$ cat config.mk
export PLATFORM = sky130hd
export DESIGN_NAME = sw_seq_loader_flat
export DESIGN_NICKNAME = d
export VERILOG_FILES = /design/src/rtl/sw_seq_loader_pkg.sv /design/src/rtl/sw_seq_loader_if.sv /design/src/rtl/sw_seq_loader.sv /design/src/flat_wrapper.sv
export SDC_FILE = /design/constraint.sdc
export NUM_CORES = 1
export LEC_CHECK = 0
export CAP_MARGIN = 0
export CORE_MARGIN = 3
export CORE_UTILIZATION = 43
export CTS_CLUSTER_SIZE = 10
export DETAILED_ROUTE_END_ITERATION = 10
export PLACE_DENSITY = 0.74
export SLEW_MARGIN = 20
export SYNTH_ARGS = -nofsm -noshare
export SYNTH_HDL_FRONTEND = slang
export SYNTH_SLANG_ARGS = --single-unit
$ cat constraint.sdc
create_clock -name avm_clk -period 1.9 [get_ports avm_clk]
set_input_delay 0.38 -clock avm_clk [delete_from_list [all_inputs] [get_ports avm_clk]]
set_output_delay 0.38 -clock avm_clk [all_outputs]
set_load 0.05 [all_outputs]
$ cat src/rtl/sw_seq_loader_pkg.sv
// Shared constants and state encoding for the Smith-Waterman sequence loader.
package sw_pkg;

  localparam int unsigned RX_BASE     = 0;
  localparam int unsigned TX_BASE     = 4;
  localparam int unsigned STATUS_BASE = 8;
  localparam int unsigned TX_OK_BIT   = 6;
  localparam int unsigned RX_OK_BIT   = 7;

  localparam int unsigned REF_LENGTH  = 128;
  localparam int unsigned READ_LENGTH = 128;
  localparam int unsigned REF_BYTES   = REF_LENGTH / 4;
  localparam int unsigned READ_BYTES  = READ_LENGTH / 4;

  typedef enum logic [1:0] {
    S_POLL,
    S_READ,
    S_HOLD
  } loader_state_t;

endpackage

$ cat src/rtl/sw_seq_loader_if.sv
// Avalon-MM read-only master link between the loader and the UART register file.
interface sw_seq_loader_if #(
  parameter int unsigned ADDR_W = 5
);

  logic [ADDR_W-1:0] avm_address;
  logic              avm_read;
  logic [31:0]       avm_readdata;
  logic              avm_waitrequest;

  modport master (
    output avm_address,
    output avm_read,
    input  avm_readdata,
    input  avm_waitrequest
  );

  modport slave (
    input  avm_address,
    input  avm_read,
    output avm_readdata,
    output avm_waitrequest
  );

endinterface

$ cat src/rtl/sw_seq_loader.sv
// Polls the UART, assembles a reference+read job frame and hands it to the
// Smith-Waterman core over valid/ready; partial frames are dropped on timeout.
module sw_seq_loader
  import sw_pkg::*;
#(
  parameter int unsigned REF_BYTES      = 32,
  parameter int unsigned READ_BYTES     = 32,
  parameter int unsigned TIMEOUT_CYCLES = 50000,
  parameter int unsigned ADDR_W         = 5
) (
  input  logic                    avm_clk,
  input  logic                    avm_rst_n,
  sw_seq_loader_if.master         avm,
  output logic                    o_valid,
  input  logic                    i_ready,
  output logic [8*REF_BYTES-1:0]  o_sequence_ref,
  output logic [8*READ_BYTES-1:0] o_sequence_read,
  output logic                    o_frame_err,
  output logic                    o_busy
);

  localparam int unsigned FRAME_BYTES = REF_BYTES + READ_BYTES;
  localparam int unsigned BUF_W       = 8 * FRAME_BYTES;
  localparam int unsigned CNT_W       = $clog2(FRAME_BYTES);
  localparam int unsigned IDLE_W      = (TIMEOUT_CYCLES > 2) ? $clog2(TIMEOUT_CYCLES) : 1;

  localparam logic [ADDR_W-1:0] ADDR_RX     = ADDR_W'(RX_BASE);
  localparam logic [ADDR_W-1:0] ADDR_STATUS = ADDR_W'(STATUS_BASE);
  localparam logic [CNT_W-1:0]  CNT_LAST    = CNT_W'(FRAME_BYTES - 1);
  localparam logic [IDLE_W-1:0] IDLE_LAST   = IDLE_W'(TIMEOUT_CYCLES - 1);

  loader_state_t     state_q, state_d;
  logic [ADDR_W-1:0] addr_q, addr_d;
  logic              read_q, read_d;
  logic              valid_q, valid_d;
  logic              err_q, err_d;
  logic              busy_q, busy_d;
  logic [BUF_W-1:0]  buf_q, buf_d;
  logic [CNT_W-1:0]  byte_cnt_q, byte_cnt_d;
  logic [IDLE_W-1:0] idle_cnt_q, idle_cnt_d;

  logic       rx_done;
  logic       rx_ok;
  logic [7:0] rx_byte;

  assign rx_done = read_q && !avm.avm_waitrequest;
  assign rx_byte = avm.avm_readdata[7:0];
  assign rx_ok   = avm.avm_readdata[RX_OK_BIT];

  always_comb begin
    state_d    = state_q;
    addr_d     = addr_q;
    read_d     = read_q;
    valid_d    = valid_q;
    err_d      = 1'b0;
    buf_d      = buf_q;
    byte_cnt_d = byte_cnt_q;
    idle_cnt_d = idle_cnt_q;

    unique case (state_q)
      S_POLL: begin
        if (rx_done && rx_ok) begin
          state_d    = S_READ;
          addr_d     = ADDR_RX;
          idle_cnt_d = '0;
        end else if (byte_cnt_q != '0) begin
          if (idle_cnt_q == IDLE_LAST) begin
            byte_cnt_d = '0;
            idle_cnt_d = '0;
            err_d      = 1'b1;
          end else begin
            idle_cnt_d = idle_cnt_q + 1'b1;
          end
        end
      end

      S_READ: begin
        if (rx_done) begin
          buf_d = {buf_q[BUF_W-9:0], rx_byte};
          // The final byte leaves the count at its last value instead of
          // wrapping; the handshake clears it.
          if (byte_cnt_q == CNT_LAST) begin
            state_d = S_HOLD;
            read_d  = 1'b0;
            valid_d = 1'b1;
          end else begin
            byte_cnt_d = byte_cnt_q + 1'b1;
            state_d    = S_POLL;
            addr_d     = ADDR_STATUS;
          end
        end
      end

      S_HOLD: begin
        if (valid_q && i_ready) begin
          valid_d    = 1'b0;
          byte_cnt_d = '0;
          state_d    = S_POLL;
          read_d     = 1'b1;
          addr_d     = ADDR_STATUS;
        end
      end

      default: begin
        state_d = S_POLL;
        read_d  = 1'b1;
        addr_d  = ADDR_STATUS;
      end
    endcase

    busy_d = (byte_cnt_d != '0) || valid_d;
  end

  always_ff @(posedge avm_clk) begin
    if (!avm_rst_n) begin
      state_q    <= S_POLL;
      addr_q     <= ADDR_STATUS;
      read_q     <= 1'b1;
      valid_q    <= 1'b0;
      err_q      <= 1'b0;
      busy_q     <= 1'b0;
      buf_q      <= '0;
      byte_cnt_q <= '0;
      idle_cnt_q <= '0;
    end else begin
      state_q    <= state_d;
      addr_q     <= addr_d;
      read_q     <= read_d;
      valid_q    <= valid_d;
      err_q      <= err_d;
      busy_q     <= busy_d;
      buf_q      <= buf_d;
      byte_cnt_q <= byte_cnt_d;
      idle_cnt_q <= idle_cnt_d;
    end
  end

  assign avm.avm_address = addr_q;
  assign avm.avm_read    = read_q;
  assign o_valid         = valid_q;
  assign o_frame_err     = err_q;
  assign o_busy          = busy_q;
  assign o_sequence_ref  = buf_q[BUF_W-1 -: 8*REF_BYTES];
  assign o_sequence_read = buf_q[8*READ_BYTES-1:0];

endmodule
$ cat src/flat_wrapper.sv
// flat-port wrapper written by rule: the top's interface ports become plain ports
module sw_seq_loader_flat import sw_pkg::*;
#(
  parameter int unsigned REF_BYTES      = 32,
  parameter int unsigned READ_BYTES     = 32,
  parameter int unsigned TIMEOUT_CYCLES = 50000,
  parameter int unsigned ADDR_W         = 5
)
  (avm_clk, avm_rst_n, o_valid, i_ready, o_sequence_ref, o_sequence_read, o_frame_err, o_busy, avm_avm_address, avm_avm_read, avm_avm_readdata, avm_avm_waitrequest);
  sw_seq_loader_if #(.ADDR_W(ADDR_W)) avm_i ();
  input  logic avm_clk;
  input  logic avm_rst_n;
  output logic o_valid;
  input  logic i_ready;
  output logic [8*REF_BYTES-1:0] o_sequence_ref;
  output logic [8*READ_BYTES-1:0] o_sequence_read;
  output logic o_frame_err;
  output logic o_busy;
  output wire logic [$bits(avm_i.avm_address)-1:0] avm_avm_address;
  output wire logic [$bits(avm_i.avm_read)-1:0] avm_avm_read;
  input wire logic [$bits(avm_i.avm_readdata)-1:0] avm_avm_readdata;
  input wire logic [$bits(avm_i.avm_waitrequest)-1:0] avm_avm_waitrequest;
  assign avm_avm_address = avm_i.avm_address;
  assign avm_avm_read = avm_i.avm_read;
  assign avm_i.avm_readdata = avm_avm_readdata;
  assign avm_i.avm_waitrequest = avm_avm_waitrequest;
  sw_seq_loader #(.REF_BYTES(REF_BYTES), .READ_BYTES(READ_BYTES), .TIMEOUT_CYCLES(TIMEOUT_CYCLES), .ADDR_W(ADDR_W)) u_core (.avm_clk(avm_clk), .avm_rst_n(avm_rst_n), .avm(avm_i), .o_valid(o_valid), .i_ready(i_ready), .o_sequence_ref(o_sequence_ref), .o_sequence_read(o_sequence_read), .o_frame_err(o_frame_err), .o_busy(o_busy));
endmodule
Yosys cells after proc, flatten, opt, wreduce, memory -nomap -nowiden
Index checks and enable logic that the tools add are counted.
{"block": "totals", "ff_bits": 545, "in_bits": 36, "out_inout_bits": 521, "wordCells": 67}
{"block": "op_classes", "n_addsub": 2, "n_eq_ne": 9, "mux": 29, "n_bitwise": 3, "n_reduce_logical": 15}
{"op": "$mux 16", "count": 3}
{"op": "$mux 6", "count": 6}
{"op": "$mux 5", "count": 4}
{"op": "$pmux 6 s3", "count": 1}
{"op": "$add 16x1->16 const B", "count": 1}
{"op": "$eq 16x16->1 const B", "count": 1}
{"op": "$pmux 5 s3", "count": 1}
{"op": "$reduce_bool 6->1", "count": 2}
{"op": "$mux 2", "count": 4}
{"op": "$ne 2x1->1 const B", "count": 4}
{"op": "$reduce_and 4->1", "count": 2}
{"op": "$mux 1", "count": 7}
{"op": "$add 6x1->6 const B", "count": 1}
{"op": "$eq 6x6->1 const B", "count": 1}
{"op": "$pmux 2 s3", "count": 1}
{"op": "$reduce_and 2->1", "count": 2}
{"op": "$reduce_or 4->1", "count": 1}
{"op": "$logic_and 1x1->1", "count": 3}
{"op": "$not 1->1", "count": 3}
{"op": "$pmux 1 s3", "count": 1}
{"op": "$reduce_and 3->1", "count": 1}
{"op": "$eq 2x1->1 const B", "count": 1}
{"op": "$eq 2x2->1 const B", "count": 1}
{"op": "$logic_not 2->1", "count": 1}
{"op": "other kinds (5)", "count": 5}

Depth between registers and ports, before layout
Gate-level depths: netlist of the first run.
{"block": "depth", "word_depth": 7, "depth_mapped": 8, "mapped_depth_nobuf": 7}

Worst setup path after synthesis of the first run
OpenSTA, ideal clock, no wires.
{"block": "synth_path", "path_kind": "register -> register", "from": "register u_core.read_q, in the netlist u_core.avm.avm_read", "to": "register u_core.buf_q[465]", "setup_ns": 0.071, "t_arrival_ns": 2.024, "required_ns": 1.829, "slack_ns": -0.195, "stages_incl_launch_ff": 8, "path_buffers": 3, "synth_period_minus_slack_ns": 2.095, "path_cell_list": "dfxtp_1 -> nor2b_1 -> and2_1 -> clkbuf_1 -> clkbuf_1 -> buf_2 -> nand2_1 -> a21oi_1"}
{"block": "synth_between", "elab_chain_cells": 2}
{"item": "start: declaration", "line": "sw_seq_loader.sv:34", "source": "logic read_q, read_d;"}
{"item": "start signal: assignment", "line": "sw_seq_loader.sv:128", "source": "read_q <= read_d;"}
{"item": "$logic_and 1x1->1", "line": "sw_seq_loader.sv:46", "source": "assign rx_done = read_q && !avm.avm_waitrequest;"}
{"item": "$reduce_and 2->1 (no line)"}
{"item": "end signal: assignment", "line": "sw_seq_loader.sv:132", "source": "buf_q <= buf_d;"}
{"item": "end: declaration", "line": "sw_seq_loader.sv:38", "source": "logic [BUF_W-1:0] buf_q, buf_d;"}
No other way between the ends.
A chain may end at the register's enable or synchronous reset.

Final worst setup path of the first run
{"block": "layout_path", "from": "register u_core.idle_cnt_q[13]", "to": "register u_core.busy_q, in the netlist u_core.o_busy"}
{"block": "layout_between", "elab_chain_cells": 7}
{"item": "start: declaration", "line": "sw_seq_loader.sv:40", "source": "logic [IDLE_W-1:0] idle_cnt_q, idle_cnt_d;"}
{"item": "start signal: assignment", "line": "sw_seq_loader.sv:134", "source": "idle_cnt_q <= idle_cnt_d;"}
{"item": "$eq 16x16->1", "line": "sw_seq_loader.sv:67", "source": "if (idle_cnt_q == IDLE_LAST) begin"}
{"item": "$mux 6", "line": "sw_seq_loader.sv:67"}
{"item": "$mux 6", "line": "sw_seq_loader.sv:66", "source": "end else if (byte_cnt_q != '0) begin"}
{"item": "$mux 6", "line": "sw_seq_loader.sv:62", "source": "if (rx_done && rx_ok) begin"}
{"item": "$pmux 6 s3", "line": "sw_seq_loader.sv:60", "source": "unique case (state_q)"}
{"item": "$reduce_bool 6->1", "line": "sw_seq_loader.sv:111", "source": "busy_d = (byte_cnt_d != '0) || valid_d;"}
{"item": "$logic_or 1x1->1", "line": "sw_seq_loader.sv:111"}
{"item": "end signal: assignment", "line": "sw_seq_loader.sv:131", "source": "busy_q <= busy_d;"}
{"item": "end: declaration", "line": "sw_seq_loader.sv:37", "source": "logic busy_q, busy_d;"}
No other way between the ends.

==> impl_metrics.py, run 1 <==
metrics = {
    "setup_path": {
        "r2r_end": "u_core.o_busy",
        "crit_slowest_cell": "or4b_4",
        "timing.critical_path.buf_inv": 3,
        "worstPathMaxFanout": 4,
        "critical_path.top_delay_family": "simple AND/OR/NAND/NOR gates",
        "path_common_cell": "buf_4",
        "reg2reg_from": "u_core.idle_cnt_q[13]",
        "max_stage_delay_ns": 0.55,
        "worstSetupPathType": "flip-flop to flip-flop",
        "endpoint_kind": "flip-flop",
        "required_ns": 2.37,
        "reg2reg_depth": 8,
        "reg2reg_slack_ns": -0.13,
        "cp.arrival_ns": 2.51,
        "critical_path.startpoint_type": "flip-flop",
        "path_cells": "or4b_4 -> nor4_4 -> buf_4 -> buf_4 -> buf_4 -> o211ai_1 -> a21oi_2 -> a41oi_1",
    },
    "min_path": {
        "min_delay_path_depth": 3,
        "hold_start": "avm_avm_readdata[3]",
        "whs_endpoint": "u_core.buf_q[3]",
        "min_path_type": "input pin to flip-flop",
    },
    "logic_synthesis": {
        "syn_area_per_cell_um2": 7.86,
        "synth_seq_cells": 541,
        "synth_compound_area_share_pct": 15.1,
        "synth_warnings": 0,
        "synthMuxAreaShare_pct": 0.0525,
        "synth_flop_cell": "dfxtp_1",
        "syn_area_um2": 19100,
        "synthTopCellsByArea": "dfxtp_1 (57%), nand2_1 (21%), a21oi_1 (14%), clkbuf_1 (2.5%), buf_2 (1.3%)",
        "ys_top_cells_by_count": "nand2_1 (1,043), dfxtp_1 (541), a21oi_1 (522), clkbuf_1 (127), buf_2 (49)",
        "yosysSeqAreaShare_pct": 56.8,
        "synth_top_area_cell": "dfxtp_1",
        "ys_types": 48,
        "synthAdderAreaFrac_pct": 0.459,
        "async_flop_share_pct": 0,
        "post-synth-top-count-cell": "nand2_1",
        "synth_cells": 2426,
        "yosys.area.top_type_share_pct": 56.8,
        "synth_edf_count": 0,
        "yosys.area_share.simple_pct": 23.0,
        "synthXorXnorAreaFrac_pct": 0.551,
        "synth_top_family_by_area": "simple AND/OR/NAND/NOR gates",
    },
    "placement": {
        "placed_cells": 3487,
        "hpwlAfterDp_um": 43700,
        "gp_congestion": 0.880,
        "port_buffers": 528,
    },
    "grt": {
        "grt_pass1_vias": 17200,
        "antenna_found_initial": 0,
        "grt_max_degree": 88,
        "grt_overflow": 0,
        "grt_pass1_wl_um": 93200,
        "grt.total_usage_pct": 24.4,
    },
    "drt": {
        "wl_um": 61300,
        "via_per_inst": 5.12,
        "drt-pass1-iter-count": 5,
        "route.detailed.drc": 0,
        "final_antenna_net_count": 0,
        "vias": 18300,
        "wl_per_cell_um": 17.2,
        "drt-initial-drc-count": 1387,
    },
    "floorplanning": {
        "die_x_um": 217,
        "die_y_um": 217,
        "num_rows": 76,
        "dieArea_um2": 46900,
        "core_um2": 43500,
        "io_pins": 557,
        "start_util_pct": 43.9,
    },
    "clock_network": {
        "max-clock-path-buffers": 3,
        "cts_made_buffers": 61,
        "cts.sinks": 541,
        "clkTransAtPathRegs_ns": 0.06,
        "htree_levels": 2,
        "cts-root-buf": "clkbuf_16",
        "cts_tree": "built",
        "clk_latency_ns": 0.60,
        "cts_hold_buf": 0,
    },
    "timing": {
        "fin_skew_ns": 0.0156,
        "report.final.slew_viol_count": 0,
        "fin_setup_tns_ns": -0.979,
        "setup_ws_ns": -0.133,
        "setup_viol": 16,
        "finalCriticalPeriod_ns": 2.03,
        "rsz0062_at_grt": "true",
        "max_freq_mhz": 492,
        "worstMarginPinSlew_ns": 0.606,
        "finalHoldViolations": 0,
        "fin_crit_sh_pct": 107,
        "slew_headroom_pct": 59.1,
    },
    "power": {
        "p_per_area_nw_per_um2": 879,
        "p_leak_nw": 10.2,
        "vdd_drop_max_mv": 0.626,
    },
    "final_layout": {
        "fin_nets": 3018,
        "final_layout_size_suffix_gt1_share_pct": 24.3,
        "fillers": 3786,
        "n_antenna_cell": 0,
        "stdcell_count": 3573,
        "area_delta_synth_final_pct": 38.4,
        "multi_input_area_um2": 7610,
        "seqCellArea_um2": 10800,
    },
    "outcome": {
        "violations": "setup timing",
        "status": "finished, violations left",
    },
    "job": {
        "drv_cap": 0,
    },
}
## power breakdown
group / internal (mW) / switching, mW / total, mW
logic: 0.490 / 0.994 / 1.48
registers: 11.4 / 0.0226 / 11.4
clock network: 6.05 / 4.28 / 10.3
## state kept, by name, summed over array words and instances, names as in the netlist
name / flops
u_core.avm.avm_address: 1
u_core.avm.avm_read: 1
u_core.buf_q: 512
u_core.byte_cnt_q: 6
u_core.idle_cnt_q: 16
u_core.o_busy: 1
u_core.o_frame_err: 1
u_core.o_valid: 1
u_core.state_q: 2
## repair_timing
action                                  CTS  global route
cloned                                    1             4
buffers inserted                          2             3
resized for setup                       184           121
endpoints found under the setup margin  117           204
pin swaps                                 5            10
## routing by layer
layer | part of all wire [%] | global-route usage, % | up-vias
li1 | - | - | 8934
met1 | 41 | 29.6 | 8646
met2 | 47 | 40.7 | 597
met3 | 8.0 | 7.45 | 128
met4 | 4.1 | 9.41 | 0
met5 | 0 | 0 | -
## area by class of cell
class | count | area share (%)
tap | 585 | 2.77
timing repair buffer | 662 | 20.9
clock buffer | 73 | 6.19
clock inverter | 3 | 0.166
sequential | 541 | 41.0
multi-input combinational | 1702 | 28.8
inverter | 7 | 0.128
## cell families (layout without fill, tap and decap cells)
kind of cell,Yosys count,after routing
buffers and inverters,187,745
AOI/OAI and AO/OA,556,556
other,1,4
xor gates and xnor gates,12,12
DFF,541,541
adders and majority gates,7,7
muxes,1,1
and+or+nand+nor,1121,1122
## per-stage QoR
stage	utilization [%]	cell area (um2)	hold WS (ns)	power (mW)	setup slack (ns)
finish	60.7	26400	0.325	23.2	-0.133
detailed placement	56.8	24700	0.451	13.0	-0.290
global route	60.7	26400	0.313	24.0	-0.252
global placement	56.8	24700	0.445	13.0	-0.314
CTS	60.7	26400	0.287	23.3	-0.0694
floorplan	-	19100	0.475	12.5	-0.0549
## worst max path at each step
stage                                from            end  slack (ns)  cells after the start
detailed placement    avm_avm_waitrequest  u_core.o_busy       -0.29                      7
floorplan           u_core.idle_cnt_q[12]  u_core.o_busy       -0.05                      5
CTS                  u_core.idle_cnt_q[7]  u_core.o_busy       -0.07                      7
finish              u_core.idle_cnt_q[13]  u_core.o_busy       -0.13                      8
global placement      avm_avm_waitrequest  u_core.o_busy       -0.31                      7
global route        u_core.idle_cnt_q[13]  u_core.o_busy       -0.25                      8
## worst reg2reg max path, stage by stage (launching register included)
cell	delay, ns
dfxtp_2	0.32
or4b_4	0.55
nor4_4	0.28
buf_4	0.17
buf_4	0.11
buf_4	0.10
o211ai_1	0.09
a21oi_2	0.17
a41oi_1	0.11
## cell usage in the layout, fill, tap and decap left out, types with 3 or more instances in the layout
master,n
clkdlybuf4s15_1,29
conb_1,4
dfxtp_2,3
and4_1,3
buf_12,33
clkbuf_2,57
a21oi_1,520
o31ai_1,3
nand2_1,1040
clkbuf_16,67
xor2_1,10
nor3_1,4
clkdlybuf4s15_2,13
clkbuf_1,8
nand2b_1,4
o211ai_1,4
and3_1,5
nor2_1,18
dfxtp_1,538
o21ai_0,8
nand3_1,8
buf_4,509
inv_1,6
nand4_1,8
ha_1,5
nor2_2,5
clkdlybuf4s50_1,11
nand4b_1,3
Note: power is estimated with default switching activity, not from simulation.
==> inputs of run 2 (changes only) <==
--- a/config.mk
+++ b/config.mk
@@ -6,11 +6,11 @@
 export NUM_CORES = 1
 export LEC_CHECK = 0
 export CAP_MARGIN = 0
-export CORE_MARGIN = 3
-export CORE_UTILIZATION = 43
+export CORE_AREA = 3 3 218 220
 export CTS_CLUSTER_SIZE = 10
 export DETAILED_ROUTE_END_ITERATION = 10
-export PLACE_DENSITY = 0.74
+export DIE_AREA = 0 0 221 223
+export PLACE_DENSITY = 0.68
 export SLEW_MARGIN = 20
 export SYNTH_ARGS = -nofsm -noshare
 export SYNTH_HDL_FRONTEND = slang
==> constraint.sdc (replaced) <==
create_clock -name avm_clk -period 1.93 [get_ports avm_clk]
set_input_delay 0.386 -clock avm_clk [delete_from_list [all_inputs] [get_ports avm_clk]]
set_output_delay 0.386 -clock avm_clk [all_outputs]
set_load 0.05 [all_outputs]
==> run 2 against run 1 <==
Compared with the run above: the flow still finishes with violations (setup timing); first-iteration DRC count shrank 13%; total power down 3.5%; combinational power shrank 5%; global-route usage is 0.88 points lower; count of clock-buffer cells in the layout down 4; design area fell by 0.50%; via count fell by 1.0%; flip-flop and latch count unchanged; critical path depth decreased by 2; utilization decreased by 3.0 points; non-clock buffer count fell by 25.
==> impl_metrics.py, run 2 (synthesis gave the netlist of run 1 again) <==
metrics = {
    "floorplanning": {
        "die_x_um": 221,
        "core_um2": 45500,
        "num_rows": 78,
        "start_util_pct": 41.9,
        "die_y_um": 223,
        "dieArea_um2": 49300,
        "io_pins": 557,
    },
    "placement": {
        "gp_congestion": 0.845,
        "port_buffers": 528,
        "dpl_cell_area_um2": 25000,
        "place_ws_ns": -0.313,
        "hpwlAfterDp_um": 44400,
    },
    "setup_path": {
        "worstPathMaxFanout": 7,
        "path_cells": "or4b_4 -> nor4_4 -> buf_6 -> a31oi_4 -> o31ai_2 -> a41oi_1",
        "required_ns": 2.41,
        "timing.critical_path.buf_inv": 1,
        "crit_slowest_cell": "or4b_4",
        "critical_path.startpoint_type": "flip-flop",
        "critical_path.top_delay_family": "simple AND/OR/NAND/NOR gates",
        "worstSetupPathType": "flip-flop to flip-flop",
        "max_stage_delay_ns": 0.56,
        "endpoint_kind": "flip-flop",
        "cp.arrival_ns": 2.47,
    },
    "drt": {
        "final_antenna_net_count": 0,
        "vias": 18100,
        "route.detailed.drc": 0,
        "via_per_inst": 5.09,
        "drt-pass1-iter-count": 7,
        "wl_per_cell_um": 17.2,
        "wl_um": 61000,
        "drt-initial-drc-count": 1200,
    },
    "timing": {
        "setup_ws_ns": -0.0529,
        "setup_viol": 1,
        "max_freq_mhz": 504,
        "slew_headroom_pct": 64.2,
        "fin_crit_sh_pct": 103,
        "finalCriticalPeriod_ns": 1.98,
        "fin_skew_ns": 0.0232,
        "fin_setup_tns_ns": -0.0529,
        "report.final.slew_viol_count": 0,
        "finalHoldViolations": 0,
        "rsz0062_at_grt": "true",
        "worstMarginPinSlew_ns": 0.538,
    },
    "clock_network": {
        "max-clock-path-buffers": 3,
        "clk_latency_ns": 0.61,
        "htree_levels": 2,
        "cts_hold_buf": 0,
        "cts-root-buf": "clkbuf_16",
        "clkTransAtPathRegs_ns": 0.06,
        "cts_tree": "built",
        "cts_setup_buffers": 0,
        "cts_made_buffers": 60,
        "cts.sinks": 541,
    },
    "grt": {
        "grt.total_usage_pct": 23.5,
        "grt_max_degree": 96,
        "grt_overflow": 0,
        "grt_pass1_vias": 17200,
        "antenna_found_initial": 0,
        "grt_pass1_wl_um": 95500,
    },
    "final_layout": {
        "seqCellArea_um2": 10800,
        "stdcell_area_um2": 26300,
        "layout_common_cells": "nand2_1 (1,042), dfxtp_1 (538), a21oi_1 (522)",
        "n_antenna_cell": 0,
        "final_common_cell": "nand2_1",
        "largest_reg_flops": 512,
        "reg_top3": "u_core.buf_q (512), u_core.idle_cnt_q (16), u_core.byte_cnt_q (6)",
        "fillers": 4166,
        "fin_nets": 2991,
        "final_layout_size_suffix_gt1_share_pct": 19.0,
        "final_core_util_pct": 57.8,
        "multi_input_area_um2": 7510,
        "regMostFlops": "u_core.buf_q",
        "area_delta_synth_final_pct": 37.8,
    },
    "power": {
        "p_total_mw": 22.4,
        "vdd_drop_max_mv": 0.651,
        "p_per_area_nw_per_um2": 853,
        "p_leak_nw": 10.0,
    },
    "job": {
        "drv_cap": 0,
    },
    "min_path": {
        "min_path_type": "input pin to flip-flop",
    },
    "outcome": {
        "violations": "setup timing",
        "status": "finished, violations left",
    },
}
## run 2: cell count changes in the layout (fill, tap and decap cells not counted), sizes merged, moves of 8 or more
cell,previous run,this run
clkbuf,134,126
dlygate4sd2,2,40
clkdlybuf4s15,42,116
buf,546,413
## run 2: area by class of cell
cell class | count | share of cell area (%)
timing repair buffer | 637 | 21.1
clock inverter | 2 | 0.0667
tap | 600 | 2.86
multi-input combinational | 1701 | 28.6
clock buffer | 69 | 5.96
sequential | 541 | 41.2
inverter | 7 | 0.129
## run 2: what timing repair did
item                                    4_1_cts  5_1_grt
resized for setup                           306      156
hold endpoints to repair                      0        0
endpoints found under the setup margin      215      146
## run 2: path summary, 6_finish.rpt
check | endpoint | cells past startpoint | slack (ns) | startpoint
worst max register to register | u_core.o_busy | 6 | -0.05 | u_core.idle_cnt_q[11]
worst min register to register | u_core.buf_q[268] | 2 | 0.45 | u_core.buf_q[260]
worst min-delay path | u_core.buf_q[5] | 3 | 0.32 | avm_avm_readdata[5]
worst max-delay path | u_core.o_busy | 6 | -0.05 | u_core.idle_cnt_q[11]
## run 2: per-stage QoR
stage	cells	hold WS [ns]
floorplan	2429	0.475
global placement	3486	0.444
detailed placement	3486	0.449
CTS	3557	0.303
global route	3557	0.331
finish	3557	0.323
## run 2: report_power, final
part	leakage (nW)	internal [mW]	switching, mW
combinational	4.89	0.443	0.955
sequential	4.36	11.2	0.0200
clock	0.776	5.60	4.19
total	10.0	17.2	5.16
## run 2: tightest hold or removal path, stage by stage
cell and delay [ns]:
clkdlybuf4s50_1 0.40, nand2_1 0.06, a21oi_1 0.05
## run 2: layer usage
metal  vias up  global-route usage, %  part of all wire (%)  wire length [um]
li1       8876                      -                     -                 -
met1      8546                   28.4                    41             24900
met2       588                   39.6                    47             29000
met3       112                   7.83                   8.3              5070
met4         0                   7.77                   3.4              2080
met5         -                      0                     0                 0
